[src/rtl/score_pkg.sv]
// score_pkg: shared types and constants for the score arbiter slice.
//   SCORE_W       width of the unsigned game score
//   SCORE_MAX     largest representable score (saturation ceiling)
//   DEF_NUM_COLS  default number of arrow columns
//   game_state_t  game FSM encoding
//   delta_t       signed per-column score change
//   sat_add8      signed add clamped to -128..+127 (used to merge deltas)
package score_pkg;

  localparam int SCORE_W = 8;
  localparam logic [SCORE_W-1:0] SCORE_MAX = 8'd255;
  localparam int DEF_NUM_COLS = 4;

  typedef enum logic [1:0] {
    S_IDLE,
    S_PLAY,
    S_WON
  } game_state_t;

  typedef logic signed [7:0] delta_t;

  // Signed sum of two deltas, clamped to the delta_t range.
  function automatic delta_t sat_add8(input delta_t a, input delta_t b);
    logic signed [8:0] sum9;
    sum9 = {a[7], a} + {b[7], b};
    if (sum9 > 9'sd127) begin
      return 8'sh7f;
    end else if (sum9 < -9'sd128) begin
      return 8'sh80;
    end
    return sum9[7:0];
  endfunction

endpackage

[src/rtl/score_arbiter_if.sv]
// score_arbiter_if: bundle between the column scorers / display and the
// score arbiter.
//   start       one-cycle pulse, begins a new game
//   delta       packed per-column signed deltas, column i at [8*i +: 8]
//   totalscore  accumulated unsigned score
//   grant       one-hot column being applied at the coming edge
//   busy        any pending slot valid
//   playing     game in PLAY
//   won         game in WON
// master: scorer/game side; slave: the arbiter.
interface score_arbiter_if
  import score_pkg::*;
#(
  parameter int NUM_COLS = DEF_NUM_COLS
);
  logic                  start;
  logic [8*NUM_COLS-1:0] delta;
  logic [SCORE_W-1:0]    totalscore;
  logic [NUM_COLS-1:0]   grant;
  logic                  busy;
  logic                  playing;
  logic                  won;

  modport master (
    output start, delta,
    input  totalscore, grant, busy, playing, won
  );

  modport slave (
    input  start, delta,
    output totalscore, grant, busy, playing, won
  );
endinterface

[src/rtl/rr_arbiter.sv]
// rr_arbiter: purely combinational round-robin picker.
//   req    request vector, one bit per requester
//   ptr    index with highest priority this cycle
//   grant  one-hot: first requester at or after ptr (wrapping), 0 if none
module rr_arbiter #(
  parameter  int N  = 4,
  localparam int PW = (N > 1) ? $clog2(N) : 1
) (
  input  logic [N-1:0]  req,
  input  logic [PW-1:0] ptr,
  output logic [N-1:0]  grant
);

  always_comb begin
    logic          found;
    logic [PW-1:0] idx;
    grant = '0;
    found = 1'b0;
    idx   = '0;
    for (int off = 0; off < N; off++) begin
      idx = PW'((int'(ptr) + off) % N);
      if (!found && req[idx]) begin
        grant[idx] = 1'b1;
        found      = 1'b1;
      end
    end
  end

endmodule

[src/rtl/score_arbiter.sv]
// score_arbiter: shares the single game score register between the
// per-column scorers. Each nonzero column delta lands in that column's
// pending slot; one slot per cycle is applied to the score in round-robin
// order, saturating to 0..255. Also runs the IDLE/PLAY/WON game FSM.
//   clk    system clock
//   reset  synchronous active-high reset
//   bus    score_arbiter_if slave (start, delta in; totalscore, grant,
//          busy, playing, won out)
module score_arbiter
  import score_pkg::*;
#(
  parameter int                 NUM_COLS  = DEF_NUM_COLS,
  parameter logic [SCORE_W-1:0] WIN_SCORE = SCORE_MAX
) (
  input logic            clk,
  input logic            reset,
  score_arbiter_if.slave bus
);

  localparam int PW = (NUM_COLS > 1) ? $clog2(NUM_COLS) : 1;

  game_state_t         state_reg;
  logic [SCORE_W-1:0]  total_reg;
  logic [NUM_COLS-1:0] slot_valid_reg;
  delta_t              slot_val_reg [NUM_COLS];
  logic [PW-1:0]       ptr_reg;

  logic [NUM_COLS-1:0] req;
  logic [NUM_COLS-1:0] grant;
  delta_t              col_delta [NUM_COLS];
  delta_t              gnt_val;
  logic [PW-1:0]       gnt_idx;
  logic [PW-1:0]       ptr_next;
  logic signed [9:0]   sum10;
  logic [SCORE_W-1:0]  applied;

  genvar gi;
  generate
    for (gi = 0; gi < NUM_COLS; gi++) begin : g_unpack
      assign col_delta[gi] = bus.delta[8*gi +: 8];
    end
  endgenerate

  // Arbitration only happens while a game is running.
  assign req = (state_reg == S_PLAY) ? slot_valid_reg : '0;

  rr_arbiter #(.N(NUM_COLS)) u_rr (
    .req   (req),
    .ptr   (ptr_reg),
    .grant (grant)
  );

  always_comb begin
    gnt_val = '0;
    gnt_idx = '0;
    for (int i = 0; i < NUM_COLS; i++) begin
      if (grant[i]) begin
        gnt_val = slot_val_reg[i];
        gnt_idx = PW'(i);
      end
    end
  end

  assign ptr_next = (gnt_idx == PW'(NUM_COLS - 1)) ? '0 : gnt_idx + 1'b1;

  // 10-bit signed: unsigned score zero-extended plus sign-extended delta.
  assign sum10 = $signed({2'b00, total_reg}) + $signed({{2{gnt_val[7]}}, gnt_val});

  always_comb begin
    if (sum10 < 10'sd0) begin
      applied = '0;
    end else if (sum10 > 10'sd255) begin
      applied = SCORE_MAX;
    end else begin
      applied = sum10[7:0];
    end
  end

  always_ff @(posedge clk) begin
    if (reset) begin
      state_reg      <= S_IDLE;
      total_reg      <= '0;
      slot_valid_reg <= '0;
      ptr_reg        <= '0;
      for (int i = 0; i < NUM_COLS; i++) slot_val_reg[i] <= '0;
    end else begin
      case (state_reg)
        S_IDLE, S_WON: begin
          if (bus.start) begin
            state_reg      <= S_PLAY;
            total_reg      <= '0;
            slot_valid_reg <= '0;
            ptr_reg        <= '0;
            for (int i = 0; i < NUM_COLS; i++) slot_val_reg[i] <= '0;
          end
        end

        S_PLAY: begin
          for (int i = 0; i < NUM_COLS; i++) begin
            if (col_delta[i] != '0) begin
              // A slot being drained this cycle reloads instead of merging,
              // so the granted value is applied exactly once.
              if (slot_valid_reg[i] && !grant[i]) begin
                slot_val_reg[i] <= sat_add8(slot_val_reg[i], col_delta[i]);
              end else begin
                slot_val_reg[i] <= col_delta[i];
              end
              slot_valid_reg[i] <= 1'b1;
            end else if (grant[i]) begin
              slot_valid_reg[i] <= 1'b0;
            end
          end

          if (|grant) begin
            total_reg <= applied;
            ptr_reg   <= ptr_next;
            // Winning drops everything still pending, including deltas
            // captured on this same edge.
            if (applied == WIN_SCORE) begin
              state_reg      <= S_WON;
              slot_valid_reg <= '0;
              for (int i = 0; i < NUM_COLS; i++) slot_val_reg[i] <= '0;
            end
          end
        end

        default: state_reg <= S_IDLE;
      endcase
    end
  end

  assign bus.totalscore = total_reg;
  assign bus.grant      = grant;
  assign bus.busy       = |slot_valid_reg;
  assign bus.playing    = (state_reg == S_PLAY);
  assign bus.won        = (state_reg == S_WON);

endmodule

[src/flat_wrapper.sv]
// flat-port wrapper written by rule: the top's interface ports become plain ports
module score_arbiter_flat import score_pkg::*;
#(
  parameter int                 NUM_COLS  = DEF_NUM_COLS,
  parameter logic [SCORE_W-1:0] WIN_SCORE = SCORE_MAX
)
  (clk, reset, bus_start, bus_delta, bus_totalscore, bus_grant, bus_busy, bus_playing, bus_won);
  score_arbiter_if #(.NUM_COLS(NUM_COLS)) bus_i ();
  input logic clk;
  input logic reset;
  input wire logic [$bits(bus_i.start)-1:0] bus_start;
  input wire logic [$bits(bus_i.delta)-1:0] bus_delta;
  output wire logic [$bits(bus_i.totalscore)-1:0] bus_totalscore;
  output wire logic [$bits(bus_i.grant)-1:0] bus_grant;
  output wire logic [$bits(bus_i.busy)-1:0] bus_busy;
  output wire logic [$bits(bus_i.playing)-1:0] bus_playing;
  output wire logic [$bits(bus_i.won)-1:0] bus_won;
  assign bus_i.start = bus_start;
  assign bus_i.delta = bus_delta;
  assign bus_totalscore = bus_i.totalscore;
  assign bus_grant = bus_i.grant;
  assign bus_busy = bus_i.busy;
  assign bus_playing = bus_i.playing;
  assign bus_won = bus_i.won;
  score_arbiter #(.NUM_COLS(NUM_COLS), .WIN_SCORE(WIN_SCORE)) u_core (.clk(clk), .reset(reset), .bus(bus_i));
endmodule
[config.mk]
export PLATFORM = sky130hd
export DESIGN_NAME = score_arbiter_flat
export DESIGN_NICKNAME = d
export VERILOG_FILES = /design/src/rtl/score_pkg.sv /design/src/rtl/score_arbiter_if.sv /design/src/rtl/rr_arbiter.sv /design/src/rtl/score_arbiter.sv /design/src/flat_wrapper.sv
export SDC_FILE = /design/constraint.sdc
export NUM_CORES = 1
export LEC_CHECK = 0
export BUFFER_PORTS_ARGS = -buffer_cell sky130_fd_sc_hd__buf_2
export CAP_MARGIN = 30
export CORE_ASPECT_RATIO = 0.8
export CORE_MARGIN = 4
export CORE_UTILIZATION = 40
export DETAILED_ROUTE_END_ITERATION = 16
export GPL_TIMING_DRIVEN = 1
export PLACE_DENSITY = 0.69
export SYNTH_ARGS = -nofsm -noshare
export SYNTH_HDL_FRONTEND = slang
export SYNTH_HIERARCHICAL = 1
export SYNTH_SLANG_ARGS = --single-unit
[constraint.sdc]
create_clock -name clk -period 5.5 [get_ports clk]
set_clock_uncertainty 0.1 [all_clocks]
set_input_delay 0.275 -clock clk [delete_from_list [all_inputs] [get_ports clk]]
set_output_delay 0.275 -clock clk [all_outputs]
set_load 0.02 [all_outputs]
==> run_results.csv, run 1 <==
group,metric,value,unit
worst_setup_path,required,5.57,ns
run_status,outcome,"complete, no violations",
placement,dp_hpwl,11400,um
sta,fin_crit_sh,96.1,%
synthesis,synth-simple-area-share,25.0,%
worst_setup_path,reg2reg_depth,22,
synthesis,synth_compound_area_share,32.2,%
routing,wl_per_cell,17.4,um
layout,utilization,48.1,%
worst_setup_path,worstSetupStartpoint,"u_core/state_reg[1]$_SDFFE_PP0P_",
worst_setup_path,crit_type,"reg -> reg",
synthesis,synthMuxAreaShare,2.14,%
power_and_ir_drop,power.leakage,2.55,nW
flow_run,cap_viol_max_count,0,
synthesis,synth_top_area_share,19.1,%
global_route,grt_pass1_wl,24400,um
clock_tree,cts_hold_buf,0,
sta,setup_viol_count_final,0,
layout,final_area,0.00588,sq mm
global_route,use_met2,32.1,%
sta,relSlewSlack,43.1,%
clock_tree,path_clk_slew,0.07,ns
synthesis,synth_cell_type_count,76,
synthesis,ys_seq_area_share,19.1,%
placement,placedInstanceArea,0.00545,sq mm
sta,finalCriticalPeriod,5.29,ns
worst_setup_path,cp.arrival,5.35,ns
sta,final_hold_viol_count,0,
routing,routed_via_density,6.02,
layout,drive_gt1_share,16.7,%
hold_path,hold_path.class,"in -> reg",
global_route,antenna_found_initial,0,
clock_tree,clockRootBuffer,"clkbuf_16",
placement,place_congestion,0.970,
layout,n_antenna_cell,0,
power_and_ir_drop,power,1.51,mW
global_route,grt_busiest_layer,"met2",
synthesis,ys_async_sr_fraction,0,%
placement,portBuffers,49,
routing,routed_wirelength,15600,um
layout,final_cell_mix,"nor2_1, a21oi_1, nand2_1",
sta,tightest_slew,0.849,ns
worst_setup_path,path_max_fanout,9,
routing,drc,0,
synthesis,synth_top_family_by_area,"compound AO/OA/AOI/OAI gates",
synthesis,synth_top_cell_by_area,"dfxtp_1",
synthesis,synth_fa_ha_area_share,14.0,%
global_route,track_usage,20.1,%
layout,fill_cells,1202,
worst_setup_path,r2r_slack,0.21,ns
routing,vias,5392,
global_route,grt_pass1_vias,4951,
routing,drtIter0Drc,459,
global_route,groute.layer.met3.usage,2.60,%
sta,setup_tns,0,ns
global_route,grt_util_met1,29.2,%
layout,layout.nets,813,
worst_setup_path,crit_end,"u_core/slot_val_reg[3][1]$_SDFFE_PP0P_",
floorplan,rows,36,
synthesis,synth_cells,665,
clock_tree,clock_sinks,48,
floorplan,dieHeight,108,um
synthesis,netlist_area,0.00502,sq mm
global_route,grt.overflow.total,0,
floorplan,start_util,41.1,%
floorplan,io_pins,50,
layout,largest_reg_flops,32,
synthesis,synth-seq-cells,48,
power_and_ir_drop,peakVddDrop,0.156,mV
synthesis,synth_edf_count,0,
sta,slew_viol_final,0,
floorplan,core-area,0.0122,sq mm
synthesis,synth_nets,753,
routing,drtPass1Iterations,5,
worst_setup_path,crit_path_start_kind,"flip-flop",
layout,area_growth,17.1,%
synthesis,ys_top_cells_by_area,"dfxtp_1, ha_1, a21oi_1",
layout,final_common_cell,"nor2_1",
worst_setup_path,r2r_end,"u_core/slot_val_reg[3][1]$_SDFFE_PP0P_",
synthesis,synth_xor_area_share,3.84,%
floorplan,die_area,0.0144,sq mm
sta,max_freq,189,MHz
global_route,grt_start_max_net_pins,18,
power_and_ir_drop,powerDensity,257,mW/mm^2
floorplan,die-width,133,um
synthesis,ys.flop_type,"dfxtp_1",
worst_setup_path,r2r_start,"u_core/state_reg[1]$_SDFFE_PP0P_",
clock_tree,cts_inserted_buffers,5,
clock_tree,cts_tree,"done",
clock_tree,clk_latency,0.29,ns
clock_tree,cts-htree-levels,2,
sta,timing.hold.ws,0.181,ns
routing,detail-route-antenna-nets,0,
clock_tree,cts.path.max_buffers,2,
synthesis,synth_area_per_cell,7.55,sq um
worst_setup_path,end_kind,"flip-flop",
synthesis,yosysWarnings,6,
-- final cells by class --
type / count / area (sq um) / area share, %
multi-input cells: 576 / 4050 / 68.8
flip-flops and latches: 48 / 962 / 16.4
repair buffers: 73 / 429 / 7.30
well taps: 171 / 214 / 3.64
clock buffers: 6 / 139 / 2.36
inverters: 21 / 78.8 / 1.34
clock inverters: 1 / 8.76 / 0.149
-- kinds of logic after synthesis --
family	Yosys count
mux	5
compound gates	244
buf+inv	46
fa+ha+maj	53
flops	48
xor+xnor	22
simple gates	247
-- per-layer routing --
metal | part of all wire [%] | vias to the layer above | routed length, um
met5 | 0 | - | 0
met4 | 1.2 | 0 | 184
met3 | 7.0 | 17 | 1100
met2 | 44 | 203 | 6870
met1 | 48 | 2522 | 7430
li1 | - | 2650 | -
-- worst max-delay path, cell delays in order (launching register included) --
cell	delay, ns
dfxtp_2	0.35
nand2b_2	0.17
inv_2	0.09
and2_1	0.21
mux4_2	0.58
buf_4	0.17
a21oi_1	0.13
a21o_2	0.10
o211ai_1	0.19
buf_4	0.23
a21oi_1	0.15
nor2_1	0.06
a21oi_1	0.16
o21ai_1	0.10
ha_2	0.27
fa_2	0.38
a211oi_4	0.24
nor3b_1	0.10
and4b_1	0.31
nand4_1	0.25
a21oi_4	0.40
o221a_4	0.35
a31oi_1	0.07
-- report_power, final --
group          internal (mW)  switching (mW)  total (mW)  leakage, nW
combinational          0.306           0.432       0.737         2.08
sequential             0.399          0.0632       0.462        0.394
clock                  0.179           0.132       0.311       0.0729
total                  0.884           0.627        1.51         2.55
-- worst min-delay path by stage --
stage | endpoint | start | cells after the start | slack [ns]
floorplan | u_core/slot_val_reg[2][0]$_SDFFE_PP0P_ | bus_delta[16] | 2 | 0.32
global placement | u_core/bus.totalscore[5]$_SDFFE_PP0P_ | u_core/bus.totalscore[5]$_SDFFE_PP0P_ | 2 | 0.36
detailed placement | u_core/bus.totalscore[5]$_SDFFE_PP0P_ | u_core/bus.totalscore[5]$_SDFFE_PP0P_ | 2 | 0.37
CTS | u_core/slot_val_reg[2][0]$_SDFFE_PP0P_ | bus_delta[16] | 3 | 0.18
global route | u_core/slot_val_reg[2][0]$_SDFFE_PP0P_ | bus_delta[16] | 3 | 0.19
finish | u_core/slot_val_reg[2][0]$_SDFFE_PP0P_ | bus_delta[16] | 3 | 0.18
-- through the flow --
stage	instances	worst slack, ns
2_1_floorplan	665	0.0505
3_3_place_gp	871	-0.0168
3_5_place_dp	871	-0.227
4_1_cts	882	0.0366
5_1_grt	896	-0.0420
6_report	896	0.213
-- cells in the mapped netlist (10+ instances only) --
library cell   n
o211ai_1      11
nor2b_1       13
nand2_1       53
clkbuf_1      15
a211oi_1      17
xnor2_1       15
and2_1        10
inv_1         20
nand3_1       26
o21ai_0       48
ha_1          48
dfxtp_1       48
a21o_1        17
nor3_1        13
a21oi_1       60
nor2_1        76
a31oi_1       18
nand2b_1      12
-- timing repair --
| action | 4_1_cts | 5_1_grt |
|---|---|---|
| setup buffers | 3 | 9 |
| cloned | 1 | 5 |
| pin swaps | 3 | 15 |
| endpoints found under the setup margin | 33 | 46 |
| resized for setup | 4 | 23 |
No activity file was read; power rests on OpenSTA's default activity.
==> run 2: changes to the inputs <==
- REMOVE_ABC_BUFFERS: not set -> 1
==> run 2 against run 1 <==
Effect of this change: first-iteration DRC count up 21%; die area is the same; combinational power increased by 2%; sequential power about the same; clock power up 16%; largest power group unchanged; wire length increased by 0.18%; critical path type unchanged; global-route usage fell by 0.21 points; register-to-register slack got worse by 0.12 ns; cell area fell by 0.43%; sequential share of layout area about the same.
==> run_results.csv, run 2 (synthesis gave the netlist of run 1 again) <==
group,metric,value,unit
run_status,outcome,"complete, no violations",
sta,max_freq,185,MHz
placement,placedInstanceArea,0.00545,sq mm
worst_setup_path,required,5.57,ns
hold_path,min_from,"bus_delta[16]",
worst_setup_path,crit_type,"reg -> reg",
power_and_ir_drop,power.leakage,2.55,nW
global_route,grt_start_max_net_pins,23,
clock_tree,clockRootBuffer,"clkbuf_16",
routing,vias,5477,
routing,drtIter0Drc,554,
hold_path,hold_path.class,"in -> reg",
layout,utilization,47.9,%
power_and_ir_drop,powerDensity,268,mW/mm^2
global_route,antenna_found_initial,0,
floorplan,die-width,133,um
layout,area_growth,16.6,%
global_route,grt.overflow.total,0,
placement,pre_cts_ws,-0.277,ns
sta,setup_viol_count_final,0,
worst_setup_path,path_max_fanout,9,
sta,final_hold_viol_count,0,
global_route,track_usage,19.9,%
floorplan,dieHeight,108,um
floorplan,start_util,41.1,%
sta,layout_setup_ws,0.0961,ns
placement,dp_hpwl,11600,um
routing,routed_via_density,6.13,
layout,seq_area,961,sq um
sta,tightest_slew,0.845,ns
clock_tree,cts_hold_buf,0,
clock_tree,cts_tree,"done",
layout,final_common_cell,"nor2_1",
layout,final_area,0.00585,sq mm
sta,finalCriticalPeriod,5.40,ns
routing,drtPass1Iterations,5,
sta,fin_crit_sh,98.3,%
global_route,groute.layer.met3.usage,2.70,%
global_route,grt_busiest_layer,"met2",
power_and_ir_drop,peakVddDrop,0.208,mV
flow_run,cap_viol_max_count,0,
layout,layout.nets,810,
layout,fill_cells,1200,
layout,largest_reg_flops,32,
floorplan,die_area,0.0144,sq mm
layout,stdcell_count,894,
global_route,use_met2,31.7,%
placement,dp_cells,871,
global_route,grt_util_met1,28.7,%
worst_setup_path,crit_path_start_kind,"flip-flop",
routing,wl_per_cell,17.5,um
clock_tree,cts_inserted_buffers,5,
floorplan,core-area,0.0122,sq mm
placement,place_congestion,0.917,
routing,routed_wirelength,15600,um
sta,slew_viol_final,0,
layout,multi_input_area,0.00401,sq mm
layout,n_antenna_cell,0,
worst_setup_path,r2r_start,"u_core/state_reg[1]$_SDFFE_PP0P_",
sta,relSlewSlack,43.6,%
placement,portBuffers,49,
worst_setup_path,cp.arrival,5.47,ns
floorplan,rows,36,
layout,final_cell_mix,"nor2_1, a21oi_1, nand2_1",
routing,drc,0,
worst_setup_path,end_kind,"flip-flop",
clock_tree,path_clk_slew,0.07,ns
sta,setup_tns,0,ns
global_route,grt_pass1_wl,24000,um
clock_tree,cts.path.max_buffers,2,
floorplan,io_pins,50,
clock_tree,clock_sinks,48,
layout,drive_gt1_share,16.3,%
global_route,grt_pass1_vias,4935,
routing,detail-route-antenna-nets,0,
clock_tree,cts-htree-levels,2,
clock_tree,clk_latency,0.29,ns
worst_setup_path,worstSetupStartpoint,"u_core/state_reg[1]$_SDFFE_PP0P_",
## run 2: layer usage
metal  routed length, um  up-vias
li1                    -     2634
met1                7420     2556
met2                6880      256
met3                1070       31
met4                 235        0
met5                   0        -
## run 2: repair_timing
| action | CTS | global route |
|---|---|---|
| gates resized for setup | 4 | 19 |
| endpoints found under the setup margin | 34 | 46 |
| setup buffers | 2 | 8 |
| pin swaps | 2 | 9 |
| cloned | 1 | 4 |
## run 2: layout make-up
| class | count | area share (%) |
|---|---|---|
| Clock buffer | 5 | 2.14 |
| Clock inverter | 3 | 0.791 |
| Inverter | 21 | 1.35 |
| Multi-Input combinational cell | 575 | 68.6 |
| Sequential cell | 48 | 16.4 |
| Tap cell | 171 | 3.66 |
| Timing Repair Buffer | 71 | 7.08 |
## run 2: per-stage QoR
step / hold slack (ns) / power (mW)
3_5_place_dp: 0.374 / 1.17
2_1_floorplan: 0.244 / 0.969
3_3_place_gp: 0.370 / 1.15
5_1_grt: 0.170 / 1.67
6_report: 0.163 / 1.57
4_1_cts: 0.164 / 1.53
## run 2: worst max-delay path, cell delays in order (launching register included)
cell and delay, ns:
dfxtp_1 0.40, nand2b_2 0.19, inv_2 0.09, and2_1 0.19
mux4_1 0.58, nor4b_4 0.39, nand2_1 0.11, o211ai_1 0.23
buf_4 0.23, buf_4 0.12, a21oi_1 0.05, nor2_1 0.09
a21oi_1 0.06, o21ai_0 0.28, ha_1 0.38, a211oi_4 0.35
nor3b_1 0.12, and4b_1 0.29, nand4_1 0.25, a21oi_4 0.36
o221a_4 0.34, a311oi_1 0.06
## run 2: report_power, final
part / internal [mW] / total [mW] / switching [mW]
logic: 0.308 / 0.749 / 0.441
registers: 0.399 / 0.461 / 0.0621
clock network: 0.216 / 0.360 / 0.143
## run 2: worst paths after layout
kind | endpoint | slack (ns) | cells after the start
setup / recovery | u_core/slot_val_reg[1][2]$_SDFFE_PP0P_ | 0.1 | 21
hold / removal | u_core/slot_val_reg[2][0]$_SDFFE_PP0P_ | 0.16 | 3
setup reg to reg | u_core/slot_val_reg[1][2]$_SDFFE_PP0P_ | 0.1 | 21
hold reg to reg | u_core/bus.totalscore[5]$_SDFFE_PP0P_ | 0.39 | 2
